**src/rtl/two_phase_clock_monitor.sv**
```systemverilog
// ============================================================================
// two_phase_clock_monitor
// Receive-end checker for a two-phase enable pair: lock, phase, error class/count.
// Revision: 1.0
// ============================================================================
`default_nettype none

module two_phase_clock_monitor #(
  parameter int LOCK_CNT = 4,
  parameter int ERR_W    = 8
) (
  input  logic             clk,
  input  logic             rst_n,
  input  logic             ph1,
  input  logic             ph2,
  input  logic             clr_err,
  output logic             locked,
  output logic             phase,
  output logic             err_pulse,
  output logic [1:0]       err_type,
  output logic [ERR_W-1:0] err_cnt
);

  localparam logic [7:0] LOCK_LAST = 8'(LOCK_CNT - 1);

  localparam logic [1:0] ERR_OVERLAP = 2'b01;
  localparam logic [1:0] ERR_GAP     = 2'b10;
  localparam logic [1:0] ERR_STALL   = 2'b11;

  typedef enum logic [1:0] {
    ST_IDLE = 2'd0,
    ST_ACQ  = 2'd1,
    ST_LOCK = 2'd2
  } state_t;

  state_t           state_q, state_d;
  logic [1:0]       cur_q, cur_d;
  logic [1:0]       prev_q, prev_d;
  logic [7:0]       gcnt_q, gcnt_d;
  logic             idle_q, idle_d;
  logic             phase_q, phase_d;
  logic             err_pulse_q, err_pulse_d;
  logic [1:0]       err_type_q, err_type_d;
  logic [ERR_W-1:0] err_cnt_q, err_cnt_d;

  logic             cur_legal;
  logic             prev_legal;
  logic             good;
  logic [1:0]       bad_class;
  logic             lock_loss;

  // A legal sample has exactly one phase active, so XOR-reduce detects it.
  always_comb begin
    cur_legal  = ^cur_q;
    prev_legal = ^prev_q;
    good       = cur_legal && prev_legal && (cur_q != prev_q);
    if (cur_q == 2'b11) begin
      bad_class = ERR_OVERLAP;
    end else if (cur_q == 2'b00) begin
      bad_class = ERR_GAP;
    end else begin
      bad_class = ERR_STALL;
    end
  end

  always_comb begin
    cur_d       = {ph1, ph2};
    prev_d      = cur_q;
    state_d     = state_q;
    gcnt_d      = gcnt_q;
    idle_d      = idle_q;
    phase_d     = 1'b0;
    err_pulse_d = 1'b0;
    err_type_d  = err_type_q;
    lock_loss   = 1'b0;

    case (state_q)
      ST_IDLE: begin
        // Two edges are needed before both cur and prev hold real samples.
        if (idle_q) begin
          state_d = ST_ACQ;
        end else begin
          idle_d = 1'b1;
        end
      end
      ST_ACQ: begin
        if (good) begin
          if (gcnt_q == LOCK_LAST) begin
            state_d = ST_LOCK;
            gcnt_d  = 8'd0;
            phase_d = cur_q[1];
          end else begin
            gcnt_d = gcnt_q + 8'd1;
          end
        end else begin
          gcnt_d = 8'd0;
        end
      end
      ST_LOCK: begin
        if (good) begin
          phase_d = cur_q[1];
        end else begin
          state_d     = ST_ACQ;
          gcnt_d      = 8'd0;
          err_pulse_d = 1'b1;
          err_type_d  = bad_class;
          lock_loss   = 1'b1;
        end
      end
      default: begin
        state_d = ST_IDLE;
        idle_d  = 1'b0;
      end
    endcase

    // Clear wins over a coincident increment.
    err_cnt_d = err_cnt_q;
    if (clr_err) begin
      err_cnt_d = '0;
    end else if (lock_loss && (err_cnt_q != {ERR_W{1'b1}})) begin
      err_cnt_d = err_cnt_q + ERR_W'(1);
    end
  end

  always_ff @(posedge clk or negedge rst_n) begin
    if (!rst_n) begin
      state_q     <= ST_IDLE;
      cur_q       <= 2'b00;
      prev_q      <= 2'b00;
      gcnt_q      <= 8'd0;
      idle_q      <= 1'b0;
      phase_q     <= 1'b0;
      err_pulse_q <= 1'b0;
      err_type_q  <= 2'b00;
      err_cnt_q   <= '0;
    end else begin
      state_q     <= state_d;
      cur_q       <= cur_d;
      prev_q      <= prev_d;
      gcnt_q      <= gcnt_d;
      idle_q      <= idle_d;
      phase_q     <= phase_d;
      err_pulse_q <= err_pulse_d;
      err_type_q  <= err_type_d;
      err_cnt_q   <= err_cnt_d;
    end
  end

  assign locked    = (state_q == ST_LOCK);
  assign phase     = phase_q;
  assign err_pulse = err_pulse_q;
  assign err_type  = err_type_q;
  assign err_cnt   = err_cnt_q;

endmodule

`default_nettype wire

```
**config.mk**
```make
export PLATFORM = sky130hd
export DESIGN_NAME = two_phase_clock_monitor
export DESIGN_NICKNAME = d
export VERILOG_FILES = /design/src/rtl/two_phase_clock_monitor.sv
export SDC_FILE = /design/constraint.sdc
export NUM_CORES = 1
export LEC_CHECK = 0
export BUFFER_PORTS_ARGS = -buffer_cell sky130_fd_sc_hd__buf_4
export CAP_MARGIN = 20
export CORE_MARGIN = 2
export CORE_UTILIZATION = 35
export CTS_CLUSTER_DIAMETER = 80
export DETAILED_ROUTE_END_ITERATION = 12
export HOLD_SLACK_MARGIN = 0.03
export PLACE_DENSITY = 0.52
export REMOVE_ABC_BUFFERS = 1
export SYNTH_ARGS = -nofsm -noshare
export SYNTH_HDL_FRONTEND = slang
export SYNTH_SLANG_ARGS = --single-unit
```
**constraint.sdc**
```tcl
create_clock -name clk -period 4.5 [get_ports clk]
set_input_delay 0.225 -clock clk [delete_from_list [all_inputs] [get_ports clk]]
set_output_delay 0.225 -clock clk [all_outputs]
set_load 0.005 [all_outputs]
```
==> results of run 1 <==
sequential cells by signal, summed over array words and instances (netlist names):
| register | flops |
|---|---|
| state_q | 2 |
| idle_q | 1 |
| err_cnt | 8 |
| phase | 1 |
| prev_q | 2 |
| gcnt_q | 8 |
| cur_q | 2 |
| err_type | 2 |
| err_pulse | 1 |
synthesized netlist by cell type (2+ instances only):
cell type  instances
a21oi_1           11
a21oi_2            2
and3_1             5
buf_6              2
dfrtp_1           27
ha_1               9
inv_1              9
mux2_2             2
mux2_4             2
mux2i_1            2
nand2_1           11
nand2b_1           3
nand3_1            4
nand4_1            4
nor2_1             2
nor2b_1            2
nor3_1             2
nor4b_1            2
o21ai_0           13
o21ai_1            2
o31ai_1            3
or3_1              7
or4_1              3
final timing paths:
path                       startpoint    endpoint  depth (start not counted)
max                        state_q[0]  state_q[1]                          6
min                               ph1    cur_q[1]                          1
max reg2reg                state_q[0]  state_q[1]                          6
min reg2reg                  cur_q[1]   prev_q[1]                          0
max in group asynchronous       rst_n      idle_q                          2
min in group asynchronous       rst_n  err_cnt[7]                          2
power breakdown:
part	switching, uW	internal (uW)
sequential	27.1	279
combinational	149	115
clock	76.6	62.0
total	253	456
layer usage:
layer | wire length (um) | vias to the layer above
met3 | 57 | 2
met5 | 0 | -
met1 | 1400 | 533
met2 | 1390 | 10
li1 | - | 564
met4 | 17 | 0
what timing repair did:
| action | CTS | global route |
|---|---|---|
| resized for setup | 0 | 0 |
| hold buffers | 1 | 0 |
| buffers inserted | 0 | 0 |
| setup endpoints to repair | 0 | 0 |
| endpoints found under the hold margin | 27 | 0 |
final cells by class:
class	count	area, um^2
tap	50	62.6
clock buffer	3	41.3
clock inverter	1	5.00
multi-input combinational	103	738
sequential	27	676
timing repair buffer	18	138
fill	418	2330
inverter	10	37.5
per-stage QoR:
stage,hold slack (ns),instances,utilization
final,0.0541,212,0.421
after floorplan,-0.0706,140,-
after global placement,0.163,207,0.407
after detailed placement,0.166,207,0.407
after global routing,0.0352,212,0.421
after CTS,0.0456,212,0.421
cells by family after synthesis:
logic type	count (synthesis)	share of synthesized area
and+or+nand+nor	49	0.192
buffers and inverters	14	0.0464
DFF	27	0.456
AOI/OAI and AO/OA	39	0.181
muxes	6	0.0489
adders and majority gates	9	0.0760
worst register-to-register path, cell delays in order (launching register included):
cell,delay (ns)
dfrtp_1,0.43
inv_1,0.12
ha_1,0.36
nand2_1,0.11
a21oi_2,0.42
o2bb2ai_2,0.16
mux2_4,0.31
==> results.toml, run 1 <==
[yosys]
async_flop_share = 1.00
netlist_area_um2 = 1480
ys.flop_type = "dfrtp_1"
yosysWarnings = 0
synth.area.top_cells = "dfrtp_1 (46%), ha_1 (7.6%), o21ai_0 (4.4%)"
synthesis.instances = 144
avgSynthCellArea_um2 = 10.3
synth-edff-count = 0
yosysUniqueCellTypes = 38
synth_top_area_cell = "dfrtp_1"
synth-seq-area-share = 0.456
synth_seq_cells = 27
yosys.area.top_type_share = 0.456

[global_routing]
grt_pass1_vias = 1109
busiest_layer = "met2"
antenna_found_initial = 0
grtUsageMet3 = 0.0263
grt_pass1_wl_um = 5090
use_met1 = 0.175
gr-total-overflow = 0
grtUsageTotal = 0.128
globalRouteMet2Util = 0.208
grt_max_degree = 28

[sta]
rsz0062_at_grt = "false"
fin_skew_ns = 0.00143
fmax_ghz = 0.496
slew-limit-headroom = 0.627
totalNegativeSetupSlack_ns = 0
setup_viol = 0
worst_pin_slew_ns = 0.552
fin_crit_sh = 0.448
timing.final.ws_setup_ns = 2.48
final.min_clock_period_ns = 2.02
hold_violations = 0
slew_violations = 0

[worst_setup_path]
crit_slowest_cell = "dfrtp_1"
rrSetupSlack_ns = 2.48
required_ns = 4.66
crit_type = "reg2reg"
max_stage_delay_ns = 0.43
critPathMaxFanout = 15
cp-end-kind = "register"
cp_cell_sequence = "inv_1 > ha_1 > nand2_1 > a21oi_2 > o2bb2ai_2 > mux2_4"
worstPathArrival_ns = 2.18
crit_path_start_kind = "register"
path_buf_inv = 1
critical_path.top_delay_family = "compound AO/OA/AOI/OAI gates"

[placed_design]
port_buffers = 17
dpl_cell_area_um2 = 1640
gp_congestion = 0.759
pre_cts_ws_ns = 2.50
dpl.hpwl_um = 2050

[clock_network]
path_clk_slew_ns = 0.09
cts.root.buffer_cell = "clkbuf_8"
cts_max_path_buffers = 2
htreeDepth = 1
cts_made_buffers = 3
clock-sinks = 27
worstSkewPairLatency_ns = 0.27
tritoncts = "built"

[power_and_ir_drop]
p_leak_uw = 0.000762
finalPower_uw = 709
irDropWorstVdd_mv = 0.152
power_density_nw_per_um2 = 418

[die]
chipHeight_um = 69.1
io_pins = 18
initial_core_util = 0.368
core_area_um2 = 4030
rows = 23
die_width_um = 69.1
die_area_um2 = 4770

[route]
via_per_inst = 5.23
dr_total_vias = 1109
wire_per_inst_um = 13.5
drcViolationCount = 0
drt_iter0_drc = 59
wl_um = 2870
dr.pass1.iters = 4
drtAntennaViolNets = 0

[layout]
drive_gt1_frac = 0.210
diodes = 0
mostFrequentLayoutCells = "dfrtp_1 (27), buf_4 (17), o21ai_0 (13)"
final_common_cell = "dfrtp_1"
syn_to_final_growth_pct = 14.5
final_cell_area_um2 = 1700
nNetsFinal = 177

[hold_path]
min_path_type = "in2reg"

[outcome]
outcome = "finished clean"

[flow_run]
drv_cap = 0
No activity file was read; power rests on OpenSTA's default activity.
==> inputs of run 2 (changes only) <==
- clock period: 4.5 -> 1.95 ns (I/O delays scaled with it)
==> results.toml, run 2 (same netlist as run 1, synthesis figures left out) <==
[outcome]
outcome = "finished clean"

[hold_path]
min_path_type = "in2reg"

[clock_network]
path_clk_slew_ns = 0.09
cts_made_buffers = 3
clock-sinks = 27
cts_max_path_buffers = 2
worstSkewPairLatency_ns = 0.27
tritoncts = "built"
cts.root.buffer_cell = "clkbuf_8"
htreeDepth = 1

[placed_design]
dpl.hpwl_um = 2120
port_buffers = 17
gp_congestion = 0.769

[power_and_ir_drop]
clockPowerShare = 0.182
p_sw_uw = 599
p_int_uw = 1110
p_comb_frac = 0.406
power_density_nw_per_um2 = 960
irDropWorstVdd_mv = 0.503
p_leak_uw = 0.000807
swShare = 0.351
seqPwrFrac = 0.412

[worst_setup_path]
crit_type = "reg2reg"
path_buf_inv = 1
cp-end-kind = "register"
critical_path.top_delay_family = "compound AO/OA/AOI/OAI gates"
cp_cell_sequence = "inv_2 > a211o_2 > a21boi_4 > o2bb2ai_2 > mux2_4"
crit_slowest_cell = "a21boi_4"
required_ns = 2.11
critPathMaxFanout = 17
crit_path_start_kind = "register"
worstPathArrival_ns = 1.99
rrSetupSlack_ns = 0.13
max_stage_delay_ns = 0.41

[die]
initial_core_util = 0.368
chipHeight_um = 69.1
core_area_um2 = 4030
io_pins = 18
die_area_um2 = 4770
rows = 23
die_width_um = 69.1

[sta]
rsz0062_at_grt = "false"
whs_ns = 0.0624
slew-limit-headroom = 0.691
slew_violations = 0
worst_pin_slew_ns = 0.463
hold_violations = 0
final.min_clock_period_ns = 1.82
fmax_ghz = 0.548
setup_viol = 0
totalNegativeSetupSlack_ns = 0
fin_skew_ns = 0.00358
fin_crit_sh = 0.936

[route]
dr_total_vias = 1136
wire_per_inst_um = 13.1
drtAntennaViolNets = 0
wl_um = 2900
drt_iter0_drc = 85
drcViolationCount = 0
via_per_inst = 5.14
dr.pass1.iters = 4

[layout]
nNetsFinal = 186
fillCellCount = 411
syn_to_final_growth_pct = 20.0
mostFrequentLayoutCells = "dfrtp_1 (27), buf_4 (24), o21ai_0 (13)"
final_common_cell = "dfrtp_1"
drive_gt1_frac = 0.251
diodes = 0

[global_routing]
grt_pass1_vias = 1072
grt_max_degree = 28
antenna_found_initial = 0
grtUsageTotal = 0.130
grt_pass1_wl_um = 5090
gr-total-overflow = 0

[flow_run]
drv_cap = 0
[run 2: cell count changes in the layout (fill, tap and decap cells not counted)]
cell           change
buf_4              +7
nor4b_2            +1
ha_2               +1
dlygate4sd3_1      +2
ha_1               -1
nor4b_1            -1
[run 2: per-stage QoR]
stage	util	area, um^2	total power, uW	instances	worst slack, ns
after detailed placement	0.417	1680	1390	212	0.0815
after CTS	0.436	1760	1720	219	0.0508
after floorplan	-	1450	1130	140	0.209
after global placement	0.417	1680	1370	212	0.149
final	0.442	1780	1710	221	0.126
after global routing	0.442	1780	1850	221	0.00192
[run 2: worst reg2reg max path: cells and delay by family (launching register included)]
kind                   cells  cell delay, ns
muxes                      1            0.31
DFF                        1            0.39
buffers and inverters      1            0.07
AOI/OAI and AO/OA          3            0.95
[run 2: power by group through the flow]
stage                     Sequential, uW  Clock, uW  Combinational (uW)
final                                703        311                 693
after floorplan                      708          0                 420
after global routing                 718        355                 775
after detailed placement             716          0                 671
after CTS                            705        337                 680
after global placement               713          0                 662
[run 2: area by class of cell]
| type | instances | area (um^2) | share of cell area |
|---|---|---|---|
| clock buffer | 3 | 41.3 | 0.0232 |
| clock inverter | 1 | 5.00 | 0.00281 |
| inverter | 10 | 37.5 | 0.0211 |
| multi-input combinational | 103 | 747 | 0.420 |
| sequential | 27 | 676 | 0.380 |
| tap | 50 | 62.6 | 0.0352 |
| timing repair buffer | 27 | 210 | 0.118 |
[run 2: repair_timing]
action,4_1_cts,5_1_grt
hold buffers,3,0
setup endpoints to repair,0,4
gates resized for setup,0,2
hold endpoints to repair,29,0
buffers inserted,0,2
[run 2: final timing paths]
check                           cells after the start     start          to
worst max-delay path                                5  cur_q[1]  state_q[1]
worst min register to register                      0  cur_q[1]   prev_q[1]
max in group asynchronous                           2     rst_n   gcnt_q[6]
worst max register to register                      5  cur_q[1]  state_q[1]
min in group asynchronous                           2     rst_n  err_cnt[6]
worst min-delay path                                2   clr_err  err_cnt[4]
[run 2: per-layer routing]
layer | vias to the layer above | track usage | share of wire
met5 | - | 0 | 0
met4 | 0 | 0.0261 | 0.0059
met2 | 14 | 0.191 | 0.47
met3 | 2 | 0.0351 | 0.027
met1 | 545 | 0.191 | 0.50
li1 | 575 | - | -
==> inputs of run 3 (changes only) <==
- PLACE_DENSITY: 0.52 -> 0.54
- clock period: 1.95 -> 1.58 ns (I/O delays scaled with it)
==> results.toml, run 3 (same netlist as run 1, synthesis figures left out) <==
[outcome]
outcome = "finished with violations"
violations = "negative setup slack"

[clock_network]
clock-sinks = 27
htreeDepth = 1
cts_max_path_buffers = 2
cts.root.buffer_cell = "clkbuf_8"
path_clk_slew_ns = 0.10
worstSkewPairLatency_ns = 0.28
cts_made_buffers = 3
tritoncts = "built"

[global_routing]
grt_max_degree = 28
grt_pass1_wl_um = 6240
grtUsageTotal = 0.159
grt_pass1_vias = 1406
antenna_found_initial = 0
gr-total-overflow = 0

[die]
io_pins = 18
chipHeight_um = 69.1
die_width_um = 69.1
rows = 23
die_area_um2 = 4770
core_area_um2 = 4030
initial_core_util = 0.368

[route]
drtAntennaViolNets = 0
drt_iter0_drc = 58
top_layer_used = "met4"
dr.pass1.iters = 4
dr_total_vias = 1384
met2WireLength_um = 1980
wire_per_inst_um = 14.0
wl_um = 3770
wl_met1_um = 1700
route.met3.wl_um = 52
via_per_inst = 5.14
drcViolationCount = 0

[sta]
slew_violations = 0
final.min_clock_period_ns = 1.75
setup_viol = 20
worst_pin_slew_ns = 0.361
rsz0062_at_grt = "true"
fin_crit_sh = 1.11
hold_violations = 0
fmax_ghz = 0.572
fin_skew_ns = 0.00717
timing.final.ws_setup_ns = -0.167
whs_ns = 0.236
slew-limit-headroom = 0.760

[placed_design]
dpl.hpwl_um = 2610
place_inst = 248
port_buffers = 17
gp_congestion = 0.820

[worst_setup_path]
crit_type = "reg2reg"
cp-end-kind = "register"
worstPathArrival_ns = 1.91
crit_slowest_cell = "dfrtp_1"
r2r_cells = 4
r2r_start = "cur_q[0]"
crit_path_start_kind = "register"
required_ns = 1.75
rrSetupSlack_ns = -0.17
regToRegEndpoint = "state_q[1]"
max_stage_delay_ns = 0.44
cp_cell_sequence = "a211o_4 > a21boi_4 > o2bb2ai_2 > mux2_4"
critPathMaxFanout = 7

[hold_path]
min_path_type = "in2async"

[layout]
nNetsFinal = 234
mostFrequentLayoutCells = "buf_4 (64), dfrtp_1 (27), nand2_1 (11)"
final_common_cell = "buf_4"
diodes = 0
drive_gt1_frac = 0.498
syn_to_final_growth_pct = 55.7
finalNonFillerCells = 269

[power_and_ir_drop]
p_leak_uw = 0.00107
irDropWorstVdd_mv = 0.667
power_density_nw_per_um2 = 1100

[flow_run]
drv_cap = 0
==> run 3: power by group <==
group          leakage (uW)  internal [uW]  switching, uW
logic              0.000695            659            608
clock network     0.0000228            181            231
registers          0.000357            794           58.1
total               0.00107           1630            897
==> run 3: cell type report <==
type	instances	area, um^2
clock buffer	4	45.0
fill	376	1720
timing repair buffer	74	588
tap	50	62.6
multi-input combinational	104	900
sequential	27	676
inverter	10	37.5
==> run 3: worst max-delay path by stage <==
stage,start,to,slack (ns)
2_1_floorplan,cur_q[0],err_cnt[6],-0.16
3_3_place_gp,cur_q[0],state_q[1],-0.15
3_5_place_dp,cur_q[1],err_cnt[6],-0.20
4_1_cts,cur_q[0],err_cnt[7],-0.16
5_1_grt,cur_q[1],gcnt_q[2],-0.24
6_report,cur_q[0],state_q[1],-0.17
==> run 3: routing by layer <==
metal | GRT usage | vias up
met1 | 0.199 | 695
met2 | 0.286 | 11
met3 | 0.0175 | 5
li1 | - | 673
met4 | 0.0458 | 0
met5 | 0 | -
==> run 3: worst max-delay path, delay by kind of cell (launching register included) <==
kind            cells  cell delay (ns)
mux                 1             0.32
flops               1             0.44
compound gates      3             0.88
==> run 3: timing repair <==
item                                   in CTS  in global routing
buffers inserted                            7                  5
setup endpoints to repair                  22                 23
endpoints found under the hold margin      30                  0
pin swaps                                  15                 17
gates resized for setup                    29                 13
gates cloned                                2                  0
hold buffers                                4                  0
==> run 3: stage by stage <==
| step | utilization | total power [uW] | setup slack [ns] | cell area (um^2) | TNS, ns |
|---|---|---|---|---|---|
| after floorplan | - | 1390 | -0.161 | 1450 | -0.762 |
| after global placement | 0.484 | 1880 | -0.151 | 1950 | -1.50 |
| after detailed placement | 0.484 | 1930 | -0.200 | 1950 | -2.57 |
| after CTS | 0.547 | 2450 | -0.161 | 2200 | -2.22 |
| after global routing | 0.573 | 2710 | -0.236 | 2310 | -3.58 |
| final | 0.573 | 2530 | -0.167 | 2310 | -2.01 |
